[src/rtl/uart_packet_rx_framer.sv]
// uart_packet_rx_framer
// Parses SYNC/dest/src/len headers from a received byte stream and emits the
// payload as a framed byte stream with SoP/EoP markers. Packets that stall
// longer than TIMEOUT_CYCLES between bytes are abandoned with an error pulse.
module uart_packet_rx_framer #(
  parameter int unsigned TIMEOUT_CYCLES = 50_000_000,
  parameter logic [7:0]  SYNC_BYTE      = 8'h55
) (
  input  logic       ipClk,
  input  logic       ipReset,
  input  logic [7:0] ipRxData,
  input  logic       ipRxValid,
  output logic [7:0] opDestination,
  output logic [7:0] opSource,
  output logic [7:0] opLength,
  output logic [7:0] opData,
  output logic       opValid,
  output logic       opSoP,
  output logic       opEoP,
  output logic       opError
);

  localparam int unsigned      GAP_W    = $clog2(TIMEOUT_CYCLES + 1);
  // Gap value seen in the last idle cycle before expiry.
  localparam logic [GAP_W-1:0] GAP_LAST = GAP_W'(TIMEOUT_CYCLES - 1);

  typedef enum logic [2:0] {
    S_IDLE,
    S_DEST,
    S_SRC,
    S_LEN,
    S_DATA
  } state_t;

  state_t           state_q,   state_d;
  logic [GAP_W-1:0] gap_q,     gap_d;
  logic [7:0]       remain_q,  remain_d;
  logic [7:0]       dest_sh_q, dest_sh_d;
  logic [7:0]       src_sh_q,  src_sh_d;
  logic [7:0]       dest_q,    dest_d;
  logic [7:0]       src_q,     src_d;
  logic [7:0]       len_q,     len_d;
  logic [7:0]       data_q,    data_d;
  logic             valid_q,   valid_d;
  logic             sop_q,     sop_d;
  logic             eop_q,     eop_d;
  logic             err_q,     err_d;

  // State, counters and registered outputs.
  always_ff @(posedge ipClk) begin
    if (ipReset) begin
      state_q   <= S_IDLE;
      gap_q     <= '0;
      remain_q  <= '0;
      dest_sh_q <= '0;
      src_sh_q  <= '0;
      dest_q    <= '0;
      src_q     <= '0;
      len_q     <= '0;
      data_q    <= '0;
      valid_q   <= 1'b0;
      sop_q     <= 1'b0;
      eop_q     <= 1'b0;
      err_q     <= 1'b0;
    end else begin
      state_q   <= state_d;
      gap_q     <= gap_d;
      remain_q  <= remain_d;
      dest_sh_q <= dest_sh_d;
      src_sh_q  <= src_sh_d;
      dest_q    <= dest_d;
      src_q     <= src_d;
      len_q     <= len_d;
      data_q    <= data_d;
      valid_q   <= valid_d;
      sop_q     <= sop_d;
      eop_q     <= eop_d;
      err_q     <= err_d;
    end
  end

  // Next-state, inter-byte timeout and output decode.
  always_comb begin
    state_d   = state_q;
    gap_d     = gap_q;
    remain_d  = remain_q;
    dest_sh_d = dest_sh_q;
    src_sh_d  = src_sh_q;
    dest_d    = dest_q;
    src_d     = src_q;
    len_d     = len_q;
    data_d    = data_q;
    valid_d   = 1'b0;
    sop_d     = 1'b0;
    eop_d     = 1'b0;
    err_d     = 1'b0;

    // Timeout only fires on a byte-free cycle, so an arriving byte always wins.
    if (state_q != S_IDLE) begin
      if (ipRxValid) begin
        gap_d = '0;
      end else if (gap_q == GAP_LAST) begin
        gap_d   = '0;
        err_d   = 1'b1;
        state_d = S_IDLE;
      end else begin
        gap_d = gap_q + 1'b1;
      end
    end

    if (ipRxValid) begin
      case (state_q)
        S_IDLE: begin
          if (ipRxData == SYNC_BYTE) begin
            state_d = S_DEST;
          end
        end
        S_DEST: begin
          dest_sh_d = ipRxData;
          state_d   = S_SRC;
        end
        S_SRC: begin
          src_sh_d = ipRxData;
          state_d  = S_LEN;
        end
        S_LEN: begin
          // Header outputs change only here so they stay stable over the payload.
          dest_d   = dest_sh_q;
          src_d    = src_sh_q;
          len_d    = ipRxData;
          remain_d = ipRxData;
          state_d  = (ipRxData == 8'd0) ? S_IDLE : S_DATA;
        end
        S_DATA: begin
          data_d   = ipRxData;
          valid_d  = 1'b1;
          sop_d    = (remain_q == len_q);
          eop_d    = (remain_q == 8'd1);
          remain_d = remain_q - 8'd1;
          if (remain_q == 8'd1) begin
            state_d = S_IDLE;
          end
        end
        default: begin
          state_d = S_IDLE;
        end
      endcase
    end
  end

  assign opDestination = dest_q;
  assign opSource      = src_q;
  assign opLength      = len_q;
  assign opData        = data_q;
  assign opValid       = valid_q;
  assign opSoP         = sop_q;
  assign opEoP         = eop_q;
  assign opError       = err_q;

endmodule

[config.mk]
export PLATFORM = sky130hd
export DESIGN_NAME = uart_packet_rx_framer
export DESIGN_NICKNAME = d
export VERILOG_FILES = /design/src/rtl/uart_packet_rx_framer.sv
export SDC_FILE = /design/constraint.sdc
export NUM_CORES = 1
export LEC_CHECK = 0
export BUFFER_PORTS_ARGS = -buffer_cell sky130_fd_sc_hd__buf_2
export CAP_MARGIN = 0
export CORE_UTILIZATION = 52
export CTS_CLUSTER_SIZE = 28
export DETAILED_ROUTE_END_ITERATION = 6
export PLACE_DENSITY = 0.83
export SETUP_SLACK_MARGIN = 0.02
export SLEW_MARGIN = 15
export SYNTH_ARGS = -nofsm -noshare
export SYNTH_HDL_FRONTEND = slang
export SYNTH_SLANG_ARGS = --single-unit
[constraint.sdc]
create_clock -name ipClk -period 2.05 [get_ports ipClk]
set_clock_uncertainty 0.05 [all_clocks]
set_input_delay 0.205 -clock ipClk [delete_from_list [all_inputs] [get_ports ipClk]]
set_output_delay 0.205 -clock ipClk [all_outputs]
set_load 0.02 [all_outputs]
==> impl_results.md, run 1 <==
* CP cell instances: nand3_2 > nor3_1 > nand4_1 > or3_1 > a21oi_1
* Total GRT Usage at about 26%
* Top Ports at 47
* Worst VDD drop at approximately 0.00036 V
* Largest net degree at the start of global routing at 32
* Port Buffer Count at 46
* Synthesis-stage register bit count at 89
* Clock latency on the worst-skew pair at about 360 ps
* Post-Syn Area per Cell at ~8 um^2
* Max incr delay on CP at between 400 and 500 ps
* Gate count after technology mapping at 483
* Worst setup SP type: flop
* Initial core utilization at between 50% and 60%
* Commonest cells post-synth: nand2_1 (120), dfxtp_1 (89), a21oi_1 (70)
* Chip width at between 80 and 90 um
* CORE AREA at just over 7000 um^2
* CTS tree: yes
* Share of layout cells above drive strength 1 at 18.23%
* First-pass GRT wire length at approximately 16000 um
* Total CTS buffers at 9
* Cell Rows at 31
* Final std cell area, no fill at 4511 um^2
* Rel. slew slack at around 62%
* Gr ovfl total at 0
* Ant. Diodes at 0
* Post-route insts no fill at 642
* Area grow syn2layout at 16.25%
* Tmin final at between 2000 and 2500 ps
* Yosys top cell by area: dfxtp_1
* WS Path Type: reg -> reg
* Clock slew at reported path FFs at around 100 ps
* Vias after detailed routing at between 3k and 4k
* Root buffer selected by CTS: clkbuf_8
* Crit-path slowest cell: dfxtp_1
* Yosys top cell area share at 45.92%
* DP Area at ~4300 um^2
* Hold Violations, Final at 0
* Pwr Density at 657.1 nW/um^2
* Post-DP HPWL at approximately 6700 um
* Drt total wl at 9654 um
* Net Count, Synth at between 400 and 500
* Worst Slack Setup Final at 30.91 ps
* Leak Pwr at approximately 1.7 nW
* Final ANT Viol Nets at 0
* CP Capture Type: flop
* Netlist cell types at 50
* Final Max Tran Viols at 0
* Pwr Total at ~3 mW
* Htree depth at 3
* Arrival @ worst endpoint at between 2000 and 2500 ps
* Status: finished, final reports clean
* CP Max Fanout at 7
* GP Congestion at around 0.87
* Vias/cell at approximately 5.8
* Clk sinks at 89
* Vias in the first global route at 3365
* WP data required at approximately 2300 ps
* Finish-stage setup viols at 0
* Clk buf depth at 2
* Most common cell in the synthesized netlist: nand2_1
* Hold Path Class: in -> reg
* Delay-heaviest family, CP: simple AND/OR/NAND/NOR gates
* Least-Margin Pin Slew at between 500 and 600 ps
* Die height at between 80 and 90 um
* Nets@finish at roughly 550
* Asr flop ratio synth at 0%
* Sequential fraction of the synthesis area at 45.92%
* Residual DRC count at 0
* Synthesized area at 3880 um^2
* Post-synth EDFFs at 0
* Top FF cell, synth: dfxtp_1
* Tcrit/Tclk final at between 90% and 100%
* Wire length per cell at between 15 and 20 um
* # Max-Cap Violations at 0
* DRT Pass-1 Iters at 5
* Setup WS pre-CTS at between 20 and 30 ps
* Placed cell count at roughly 620
* Peak Freq at 0.4953 GHz
* Initial DRC count at between 200 and 300
* Synth Warn # at 0
* Top cells by area, synth: dfxtp_1 (46%), nand2_1 (12%), a21oi_1 (9.0%)
* Unrepaired setup endpoints after global routing: yes
* CP bufs+invs at 0
* Antenna violations before repair at 0
* Die area at about 7800 um^2
## cell usage in the layout, fill, tap and decap left out, drive strengths merged, types with 5 or more instances in the layout
cell type	count
dfxtp	89
inv	11
o21ai	20
nand3	12
clkbuf	10
buf	69
or3	6
xor2	15
nor3	12
a21oi	70
nand4	10
nor2	30
nor4	5
and3	7
nand2	120
xnor2	5
## metrics by stage
step	setup TNS, ps	hold slack, ps	utilization (%)
final	0	88.36	62.52
after global routing	-60.90	75.07	62.52
after CTS	0	70.96	62.00
after detailed placement	0	395.1	59.42
after global placement	0	390.1	59.42
after floorplan	0	291.0	-
## layout make-up
type / instances / area, um^2
Fill cell: 622 / 2704
Tap cell: 99 / 123.9
Inverter: 8 / 30.03
Multi-Input combinational cell: 361 / 1973
Sequential cell: 89 / 1782
Clock inverter: 6 / 48.80
Timing Repair Buffer: 69 / 415.4
Clock buffer: 10 / 137.6
## worst paths after layout
check | startpoint | to | slack, ps | depth (start not counted)
worst max-delay path | gap_q[5] | gap_q[25] | 30 | 5
worst min-delay path | ipRxData[7] | opLength[7] | 90 | 3
worst max register to register | gap_q[5] | gap_q[25] | 30 | 5
worst min register to register | opDestination[1] | opDestination[1] | 410 | 2
## layer usage
layer	global-route usage, %	part of all wire (%)	vias to the layer above
li1	-	-	1789
met1	33.76	43	1725
met2	41.33	48	168
met3	5.224	6.7	26
met4	11.58	2.2	0
met5	0	0	-
## tightest hold or removal path, stage by stage
cell     delay [ps]
buf_2           140
nand2_1          60
a21oi_1          50
## power breakdown
| part | internal [mW] | leakage [nW] | switching (mW) |
|---|---|---|---|
| Combinational | 0.0256 | 0.862 | 0.0642 |
| Clock | 0.489 | 0.0976 | 0.657 |
| Sequential | 1.73 | 0.716 | 0.000138 |
| Total | 2.24 | 1.68 | 0.722 |
## state kept, by name, indices dropped and copies added (netlist names)
signal         cells
opData             8
dest_sh_q          8
opDestination      8
remain_q           8
opEoP              1
gap_q             26
opSource           8
state_q            3
opValid            1
opError            1
opSoP              1
src_sh_q           8
opLength           8
## logic make-up (layout without fill, tap and decap cells)
logic type / Yosys count / count (layout) / synth area share [%]
AO/OA/AOI/OAI: 104 / 104 / 14.90
XOR/XNOR: 20 / 20 / 4.515
adder cells (fa/ha/maj): 3 / 3 / 0.9675
buffers and inverters: 33 / 93 / 3.805
flip-flops: 89 / 89 / 45.92
AND/OR/NAND/NOR: 234 / 234 / 29.89
## what timing repair did
| action | CTS | global route |
|---|---|---|
| pin swaps | 1 | 2 |
| endpoints found under the setup margin | 4 | 27 |
| buffers inserted | 0 | 2 |
| hold buffers | 0 | 0 |
| resized for setup | 0 | 4 |
(Power assumes the default switching activity.)
==> run 2, diff against run 1 <==
REMOVE_ABC_BUFFERS = 1   (was default)
==> impl_results.md, run 2 (synthesis results as in run 1) <==
* Drt total wl at 9448 um (-2.1%)
* CORE AREA at 7214 um^2 (unchanged)
* Clk sinks at 89 (unchanged)
* Tmin final at 1902 ps (-117.1 ps)
* Rel. slew slack at 55.26% (-6.5 points)
* Worst Slack Setup Final at 148.0 ps (+117.1 ps)
* Top Ports at 47 (unchanged)
* Status: finished, final reports clean
* Die height at 88.38 um (unchanged)
* Initial DRC count at 190 (-36%)
* Least-Margin Pin Slew at 662.6 ps (+90.70 ps)
* Clock power share at 39.7% (+1.0 points)
* WP data required at 2260 ps (-40 ps)
* Leak Pwr at 1.665 nW (-0.61%)
* Htree depth at 3 (unchanged)
* Total GRT Usage at 25.79% (-0.040 points)
* # Max-Cap Violations at 0 (unchanged)
* Sw Pwr at 787.7 uW (+9.1%)
* Pwr Density at 668.1 nW/um^2 (+1.7%)
* Die area at 7811 um^2 (unchanged)
* Antenna violations before repair at 0 (unchanged)
* CP Capture Type: flop
* Residual DRC count at 0 (unchanged)
* Placed cell count at 624 (unchanged)
* Flop2flop setup slack at 150 ps (+120 ps)
* Total CTS buffers at 9 (unchanged)
* Reg with most FFs: gap_q
* Tcrit/Tclk final at 92.78% (-5.7 points)
* Sum Neg Setup Slack at 0 ps (unchanged)
* Initial core utilization at 53.78% (unchanged)
* Chip width at 88.38 um (unchanged)
* Post-DP HPWL at 6426 um (-4.2%)
* First-pass GRT wire length at 15390 um (-1.4%)
* Reg2reg path depth at 4 (-1)
* Worst VDD drop at 0.0005038 V (+38%)
* Fin Hold WS at 88.11 ps (-0.2478 ps)
* Hold Violations, Final at 0 (unchanged)
* Unrepaired setup endpoints after global routing: no
* Final Max Tran Viols at 0 (unchanged)
* Vias after detailed routing at 3626 (-2.2%)
* Ant. Diodes at 0 (unchanged)
* Wire length per cell at 14.74 um (-2.0%)
* Vias/cell at 5.657 (-2.1%)
* Fillcell total at 626 (+0.64%)
* Worst setup SP type: flop
* Most frequent cells in the layout: nand2_1 (120), dfxtp_1 (87), a21oi_1 (70)
* DP Area at 4312 um^2 (+0.58%)
* Clk buf depth at 2 (unchanged)
* Setup WS pre-CTS at 38.90 ps (+13.85 ps)
* Area grow syn2layout at 16.61%
* Cell Rows at 31 (unchanged)
* Sequential share of power at 57.2% (-1.1 points)
* Clock slew at reported path FFs at 110 ps (about the same)
* Port Buffer Count at 46 (unchanged)
* Most common cell after layout, fill and taps aside: nand2_1
* Clock latency on the worst-skew pair at 370 ps (about the same)
* Switch share at 26.06% (+1.7 points)
* Root buffer selected by CTS: clkbuf_8
* Hold Path Class: in -> reg
* Crit Reg-Reg Startpoint: state_q[2]
* Finish-stage setup viols at 0 (unchanged)
* Post-route insts no fill at 641 (-0.16%)
* Crit path capture: remain_q[3]
* DRT Pass-1 Iters at 5 (unchanged)
* CP Max Fanout at 9 (+2)
* GP Congestion at 0.9083 (+4.6%)
* Sequential cell area at 1784 um^2 (+0.14%)
* Vias in the first global route at 3346 (-0.56%)
* Arrival @ worst endpoint at 2110 ps (-160 ps)
* Internal cell power at 2.235 mW (-0.32%)
* Crit path from: state_q[2]
* Max reg flops at 26 (unchanged)
* Final std cell area, no fill at 4524 um^2 (+0.31%)
* Pwr Total at 3.023 mW (+2.0%)
* Nets@finish at 551 (-0.18%)
* Final ANT Viol Nets at 0 (unchanged)
* CTS tree: yes
* Hold buffers post-CTS at 0 (unchanged)
* Logic pwr share at 3.2% (+0.2 points)
* Peak Freq at 0.5258 GHz (+6.2%)
* Largest net degree at the start of global routing at 48 (+50%)
* Hold depth at 3 (unchanged)
* Gr ovfl total at 0 (unchanged)
* Reg2reg end: remain_q[3]
* WS Path Type: reg -> reg
* Post-layout util at 62.71% (+0.19 points)
* Multi-input logic area at 1956 um^2 (-0.89%)
* Share of layout cells above drive strength 1 at 18.27% (+0.034 points)
## run 2: cell types whose count changed in the layout (fill, tap and decap cells not counted), sizes merged
cell	delta
clkinvlp	+2
buf	-1
clkinv	-1
clkbuf	-1
## run 2: power by group through the flow
stage	Sequential (mW)	Combinational [mW]	Clock [mW]
floorplan	1.77	0.0200	0
global placement	1.77	0.0913	0
detailed placement	1.77	0.0929	0
CTS	1.73	0.0934	1.21
global route	1.73	0.101	1.30
finish	1.73	0.0953	1.20
## run 2: cell type report
type | instances | share of cell area [%]
clock buffer | 9 | 2.738
clock inverter | 7 | 1.632
inverter | 8 | 0.6637
multi-input combinational | 361 | 43.22
sequential | 89 | 39.44
tap | 99 | 2.738
timing repair buffer | 68 | 9.569
## run 2: worst min path at each step
stage | to | from | slack (ps)
after global routing | dest_sh_q[3] | ipRxData[3] | 70
after detailed placement | opDestination[6] | opDestination[6] | 390
after global placement | opSource[1] | opSource[1] | 390
final | src_sh_q[5] | ipRxData[5] | 90
after CTS | opData[0] | ipRxData[0] | 70
after floorplan | dest_sh_q[0] | ipReset | 220
## run 2: timing repair
| action | CTS | global route |
|---|---|---|
| resized for setup | 0 | 3 |
| setup buffers | 0 | 1 |
| endpoints found under the setup margin | 0 | 28 |
## run 2: critical path, cell delays in order (launching register included)
cell,delay (ps)
dfxtp_1,460
or4bb_1,530
nand2_1,230
o21ai_0,140
a2111oi_1,380
## run 2: routing by layer
metal  vias up  track usage (%)  part of all wire [%]
met4         0            11.00                   2.3
met1      1712            30.54                    42
met3        22            6.996                   5.6
met2       109            43.99                    50
met5         -                0                     0
li1       1783                -                     -
